## config.mk

```make
export PLATFORM = sky130hd
export DESIGN_NAME = square_voice_mixer_flat
export DESIGN_NICKNAME = d
export VERILOG_FILES = /design/src/rtl/audio_pkg.sv /design/src/rtl/square_voice_mixer_if.sv /design/src/rtl/square_voice.sv /design/src/rtl/square_voice_mixer.sv /design/src/flat_wrapper.sv
export SDC_FILE = /design/constraint.sdc
export NUM_CORES = 1
export LEC_CHECK = 0
export CAP_MARGIN = 5
export CORE_MARGIN = 1.5
export CORE_UTILIZATION = 48
export DETAILED_ROUTE_END_ITERATION = 12
export PLACE_DENSITY = 0.77
export SLEW_MARGIN = 20
export SYNTH_ARGS = -nofsm -noshare
export SYNTH_HDL_FRONTEND = slang
export SYNTH_HIERARCHICAL = 1
export SYNTH_SLANG_ARGS = --single-unit
export TNS_END_PERCENT = 10
```

## constraint.sdc

```tcl
create_clock -name clock -period 11.67 [get_ports clock]
set_clock_uncertainty 0.2 [all_clocks]
set_input_delay 2.334 -clock clock [delete_from_list [all_inputs] [get_ports clock]]
set_output_delay 2.334 -clock clock [all_outputs]
set_load 0.02 [all_outputs]
```

## src/rtl/audio_pkg.sv

```systemverilog
// rtl/audio_pkg.sv - shared constants, mixer FSM states and clog2 for the audio test path
package audio_pkg;

  localparam int SAMPLE_DIV_48K = 1042;

  typedef enum logic [1:0] {IDLE, SNAP, ACCUM, SAT} mix_state_t;

  function automatic int clog2(input int value);
    int r;
    r = 0;
    for (int i = 0; i < 31; i++) begin
      if ((1 << i) < value) r = i + 1;
    end
    return r;
  endfunction

endpackage

```

## src/rtl/square_voice_mixer_if.sv

```systemverilog
// rtl/square_voice_mixer_if.sv - mixed sample stream from the voice mixer to its consumer
interface square_voice_mixer_if #(parameter int OUT_W = 32);

  logic signed [OUT_W-1:0] sample_out;
  logic                    sample_valid;
  logic                    sample_ready;

  modport master (output sample_out, output sample_valid, input sample_ready);
  modport slave  (input sample_out, input sample_valid, output sample_ready);

endinterface

```

## src/rtl/square_voice.sv

```systemverilog
// rtl/square_voice.sv - one programmable-period square voice; period is period-1 in clock cycles
module square_voice #(
  parameter int PERIOD_W = 19
) (
  input  logic                clock,
  input  logic                reset_n,
  input  logic [PERIOD_W-1:0] period,
  output logic                phase,
  output logic                active
);

  logic [PERIOD_W-1:0] cnt;
  logic [PERIOD_W-1:0] cur_period;
  logic [PERIOD_W:0]   half;

  // cur_period is captured only on reload, so a period edit never splits a running cycle
  always_ff @(posedge clock or negedge reset_n) begin
    if (!reset_n) begin
      cnt        <= '0;
      cur_period <= '0;
    end else if (cnt == '0) begin
      cnt        <= period;
      cur_period <= period;
    end else begin
      cnt <= cnt - PERIOD_W'(1);
    end
  end

  // upper half of the count, inclusive, so an odd period-1 gives an exact 50% duty
  assign half   = ({1'b0, cur_period} + (PERIOD_W+1)'(1)) >> 1;
  assign phase  = ({1'b0, cnt} >= half);
  assign active = (cur_period != '0);

endmodule

```

## src/rtl/square_voice_mixer.sv

```systemverilog
// rtl/square_voice_mixer.sv - mixes NUM_VOICES square voices into one saturated sample per tick
module square_voice_mixer
  import audio_pkg::*;
#(
  parameter int NUM_VOICES = 4,
  parameter int PERIOD_W   = 19,
  parameter int AMP_W      = 24,
  parameter int OUT_W      = 32,
  parameter int SAMPLE_DIV = SAMPLE_DIV_48K
) (
  input  logic                           clock,
  input  logic                           reset_n,
  input  logic [NUM_VOICES*PERIOD_W-1:0] period,
  input  logic [NUM_VOICES-1:0]          voice_en,
  input  logic [AMP_W-1:0]               amplitude,
  input  logic                           clear_overrun,
  square_voice_mixer_if.master           sample,
  output logic                           overrun
);

  localparam int ACC_W = AMP_W + clog2(NUM_VOICES) + 1;
  localparam int IDX_W = (NUM_VOICES > 1) ? clog2(NUM_VOICES) : 1;
  localparam int DIV_W = clog2(SAMPLE_DIV);

  logic [DIV_W-1:0]        tick_cnt;
  logic                    tick;
  logic [NUM_VOICES-1:0]   phase;
  logic [NUM_VOICES-1:0]   active;
  logic [NUM_VOICES-1:0]   snap_phase;
  logic [NUM_VOICES-1:0]   snap_en;
  logic [AMP_W-1:0]        snap_amp;
  logic signed [ACC_W-1:0] acc;
  logic signed [ACC_W-1:0] amp_ext;
  logic signed [ACC_W-1:0] contrib;
  logic signed [OUT_W-1:0] sat;
  logic [IDX_W-1:0]        idx;
  mix_state_t              state, state_next;

  assign tick = (tick_cnt == '0);

  always_ff @(posedge clock or negedge reset_n) begin
    if (!reset_n) tick_cnt <= DIV_W'(SAMPLE_DIV - 1);
    else          tick_cnt <= tick ? DIV_W'(SAMPLE_DIV - 1) : tick_cnt - DIV_W'(1);
  end

  for (genvar v = 0; v < NUM_VOICES; v++) begin : g_voice
    square_voice #(.PERIOD_W(PERIOD_W)) u_voice (
      .clock   (clock),
      .reset_n (reset_n),
      .period  (period[v*PERIOD_W +: PERIOD_W]),
      .phase   (phase[v]),
      .active  (active[v])
    );
  end

  always_ff @(posedge clock or negedge reset_n) begin
    if (!reset_n) state <= IDLE;
    else          state <= state_next;
  end

  always_comb begin
    state_next = state;
    case (state)
      IDLE:    if (tick) state_next = SNAP;
      SNAP:    state_next = ACCUM;
      ACCUM:   if (idx == IDX_W'(NUM_VOICES - 1)) state_next = SAT;
      SAT:     state_next = IDLE;
      default: state_next = IDLE;
    endcase
  end

  assign amp_ext = $signed({{(ACC_W-AMP_W){1'b0}}, snap_amp});

  always_comb begin
    contrib = '0;
    if (snap_en[idx]) contrib = snap_phase[idx] ? amp_ext : -amp_ext;
  end

  if (ACC_W > OUT_W) begin : g_clamp
    localparam logic signed [ACC_W-1:0] HI = {{(ACC_W-OUT_W+1){1'b0}}, {(OUT_W-1){1'b1}}};
    localparam logic signed [ACC_W-1:0] LO = {{(ACC_W-OUT_W+1){1'b1}}, {(OUT_W-1){1'b0}}};
    always_comb begin
      if (acc > HI)      sat = HI[OUT_W-1:0];
      else if (acc < LO) sat = LO[OUT_W-1:0];
      else               sat = acc[OUT_W-1:0];
    end
  end else begin : g_extend
    assign sat = OUT_W'(acc);
  end

  always_ff @(posedge clock or negedge reset_n) begin
    if (!reset_n) begin
      snap_phase          <= '0;
      snap_en             <= '0;
      snap_amp            <= '0;
      acc                 <= '0;
      idx                 <= '0;
      sample.sample_out   <= '0;
      sample.sample_valid <= 1'b0;
      overrun             <= 1'b0;
    end else begin
      case (state)
        SNAP: begin
          snap_phase <= phase;
          snap_en    <= voice_en & active;
          snap_amp   <= amplitude;
          acc        <= '0;
          idx        <= '0;
        end
        ACCUM: begin
          acc <= acc + contrib;
          idx <= idx + IDX_W'(1);
        end
        default: ;
      endcase
      // a fresh sample always replaces the pending one; only an unaccepted replacement is an overrun
      if (state == SAT) begin
        sample.sample_out   <= sat;
        sample.sample_valid <= 1'b1;
      end else if (sample.sample_valid && sample.sample_ready) begin
        sample.sample_valid <= 1'b0;
      end
      if (state == SAT && sample.sample_valid && !sample.sample_ready) overrun <= 1'b1;
      else if (clear_overrun)                                          overrun <= 1'b0;
    end
  end

endmodule

```

## src/flat_wrapper.sv

```systemverilog
// flat-port wrapper written by rule: the top's interface ports become plain ports
module square_voice_mixer_flat import audio_pkg::*;
#(
  parameter int NUM_VOICES = 4,
  parameter int PERIOD_W   = 19,
  parameter int AMP_W      = 24,
  parameter int OUT_W      = 32,
  parameter int SAMPLE_DIV = SAMPLE_DIV_48K
)
  (clock, reset_n, period, voice_en, amplitude, clear_overrun, overrun, sample_sample_out, sample_sample_valid, sample_sample_ready);
  square_voice_mixer_if #(.OUT_W(OUT_W)) sample_i ();
  input  logic clock;
  input  logic reset_n;
  input  logic [NUM_VOICES*PERIOD_W-1:0] period;
  input  logic [NUM_VOICES-1:0] voice_en;
  input  logic [AMP_W-1:0] amplitude;
  input  logic clear_overrun;
  output logic overrun;
  output wire logic [$bits(sample_i.sample_out)-1:0] sample_sample_out;
  output wire logic [$bits(sample_i.sample_valid)-1:0] sample_sample_valid;
  input wire logic [$bits(sample_i.sample_ready)-1:0] sample_sample_ready;
  assign sample_sample_out = sample_i.sample_out;
  assign sample_sample_valid = sample_i.sample_valid;
  assign sample_i.sample_ready = sample_sample_ready;
  square_voice_mixer #(.NUM_VOICES(NUM_VOICES), .PERIOD_W(PERIOD_W), .AMP_W(AMP_W), .OUT_W(OUT_W), .SAMPLE_DIV(SAMPLE_DIV)) u_core (.clock(clock), .reset_n(reset_n), .period(period), .voice_en(voice_en), .amplitude(amplitude), .clear_overrun(clear_overrun), .sample(sample_i), .overrun(overrun));
endmodule
```

==> run metrics <==
outcome finished clean; CTS tree yes; die area 0.0340 sq mm; RSZ-0062 raised after global routing no; Non-Filler Instances around 2,200; worst hold path class flip-flop to flip-flop; final hold vios 0; largest net degree at the start of global routing approximately 110; Mean Syn Cell Area between 9 and 10 sq um; Buf/Inv on CP 0; syn_nets 1,880; H-tree depth 1; Pleak between 7 and 8 nW; final net count 2,009; Crit Reg-Reg Endpoint u_core/acc[26]; Pint 0.00188 W; Crit. Startpoint u_core/idx[0]; synthesized area 0.0158 sq mm; Seq pwr share 40.5%; CTS clk-pin slew, worst paths 0.06 ns; Hold Path Depth 1; Ys Warns 6; total placed cells including tap cells 2,189; Syn Inst Count 1,650; first drt pass iteration count 5; max_cap viols 0; first-pass GRT wire length 62,200 microns; final WL between 30,000 and 40,000 microns; CP top delay family compound AO/OA/AOI/OAI gates; Max Slew Vio Count 0; register area share after synthesis about 40%; routed via count between 10,000 and 15,000; gr usage total 22.4%; layout cells sized above 1 9.99%; slew margin rel. 29.3%; most area-consuming cells after synthesis dfrtp_1 40%, ha_1 9.6%, xnor2_1 5.5%, mux2_2 5.1%, o21ai_0 4.7%; worst reg-to-reg setup slack 7.00 ns; number of global-route vias before repair 12,700; clock buffer count from CTS 30; # resized after CTS 0; PD cells ~140 mW/mm^2; XOR/XNOR Fraction of Synth Area between 8 and 9%; area fraction in compound gates after synthesis 11.5%; CP startpoint kind flip-flop; setup_tns 0 ns; clock root buffer clkbuf_16; synth cell count leaders 252 x dfrtp_1, 192 x nand2_1, 148 x o21ai_0; num ports 142; Rows 66; asr flop ratio synth 100%; Crit Path Max Fanout 32; Detailed Place HPWL 27,000 microns; WL per Instance 16.7 microns; Synth Register Bits between 200 and 300; Fmax 0.214 GHz; sw power about 0.00081 W; Max clock buf depth 3; Final Setup Violations 0; DR iter-0 viols 740; Combinational Power Share 24.2%; PortBufs 141; die height 184 microns; post-synth top area cell dfrtp_1; number of synthesized flops with an enable pin 0; DR DRC count 0; antenna violations before repair 7; Worst VDD drop 118 uV; largest family of logic cells by synthesized area simple AND/OR/NAND/NOR gates; Starting Density 48.7%; kind of critical path flip-flop to flip-flop; Die W 184 microns; slowest CP cell mux4_2; Clock Sinks 255; Post-Synth Simple-Gate Area about a fifth; part of the power in the clock network 35.3%; CP required 11.89 ns; vias per cell ~5.6; reg2reg start u_core/idx[0]; critical-path cell list mux4_2 > a21oi_1 > xnor2_1 > nor2_1 > ha_1 > a21o_1 > a21oi_1 > o21ai_0 > a211oi_1 > a211oi_1 > o31ai_1 > mux2i_1 > o21ai_0 > o311ai_1; core footprint 0.0325 sq mm; period utilisation layout 40.0%; slowest stage delay, CP 0.80 ns; worst reg-to-reg path cell count 14; Worst Max-Slew Pin Slew 1.05 ns; RePlAce Congestion 0.899; post-CTS setup buffer count 0; Worst Path Arrival 4.89 ns; post-route minimum period 4.67 ns; crit end category flip-flop; Sw Share 30.0%; area grow syn2layout 17.7%; HP Start u_core/tick_cnt[4]; post-synthesis cell type count 70; post-synthesis mux area share 6.32%; Adder-Cell Fraction of Synth Area 9.71%; gr ovfl total 0; # hold bufs at CTS 0; sink of the worst hold path u_core/tick_cnt[4]; cell with the most instances after synthesis dfrtp_1; top-area cell type share of the netlist area about 40%; Most used DFF post-synth dfrtp_1; Routed Antenna Nets 0; Worst-Skew Late Latency 0.56 ns
## worst reg2reg max path, delay by kind of cell, from the launching register on
family                     cells  cell delay (ns)
xor gates and xnor gates       1             0.13
DFF                            1             0.44
and+or+nand+nor                1             0.06
AOI/OAI and AO/OA              9             2.38
muxes                          2             0.97
adders and majority gates      1             0.37
## cells by family after synthesis
family / Yosys count
AND/OR/NAND/NOR: 597
buffers and inverters: 121
XOR/XNOR: 154
flip-flops: 255
adder cells (fa/ha/maj): 122
multiplexers: 88
AO/OA/AOI/OAI: 313
## metal layers
metal	global-route usage (%)	vias to the layer above	part of all wire [%]
li1	-	6150	-
met1	29.5	6193	45
met2	37.9	282	48
met3	3.73	57	4.8
met4	6.16	8	2.0
met5	0	-	0.15
## registers in the layout, summed over array words and instances (netlist names)
| signal | cells |
|---|---|
| u_core/acc | 27 |
| u_core/g_voice.u_voice/cnt | 76 |
| u_core/sample.sample_valid | 1 |
| u_core/sample.sample_out | 27 |
| u_core/g_voice.u_voice/cur_period | 76 |
| u_core/idx | 2 |
| u_core/snap_phase | 4 |
| u_core/tick_cnt | 11 |
| u_core/snap_amp | 24 |
| u_core/state | 2 |
| u_core/snap_en | 4 |
| u_core/overrun | 1 |
## worst max-delay path by stage
stage	endpoint	slack, ns	depth (start not counted)
final	u_core/acc[26]	7.00	14
after global routing	u_core/acc[26]	6.63	12
after CTS	u_core/acc[26]	6.67	16
after detailed placement	u_core/acc[26]	6.72	16
after global placement	u_core/acc[26]	6.92	16
after floorplan	u_core/acc[26]	7.69	15
## power groups by stage
stage	combinational (W)	sequential, W	clock, W
after CTS	0.000652	0.00109	0.000974
final	0.000650	0.00109	0.000949
after global routing	0.000719	0.00110	0.00101
after detailed placement	0.000648	0.00110	0
after floorplan	0.000374	0.00112	0
after global placement	0.000630	0.00110	0
## layout by cell type, fill, tap and decap left out, drive strengths merged, types with 22 or more instances in the layout
master,instances
dfrtp,252
nand2,192
o21ai,148
clkdlybuf4s50,140
ha,121
nor2,107
xnor2,99
mux2,74
a21oi,72
inv,72
nand3,61
xor2,55
nor3,53
nor4,42
clkbuf,37
a21o,22
nand4,22
## final cells by class
cell class | instances | area (sq um)
clock inverter | 18 | 194
timing repair buffer | 148 | 1470
multi-input combinational | 1274 | 8900
sequential | 255 | 6380
tap | 442 | 553
antenna | 3 | 7.51
inverter | 70 | 263
clock buffer | 37 | 817
fill | 2841 | 13900
## stage by stage
stage / cell area (sq um) / worst slack, ns / power [W] / hold WS, ns / utilization (%)
5_1_grt: 18600 / 6.63 / 0.00283 / 0.317 / 57.3
2_1_floorplan: 15800 / 7.69 / 0.00150 / 0.260 / -
4_1_cts: 18600 / 6.67 / 0.00271 / 0.300 / 57.2
3_3_place_gp: 17600 / 6.92 / 0.00173 / 0.276 / 54.1
6_report: 18600 / 7.00 / 0.00268 / 0.296 / 57.3
3_5_place_dp: 17600 / 6.72 / 0.00175 / 0.285 / 54.1
Power figures use the tool's default switching activity.
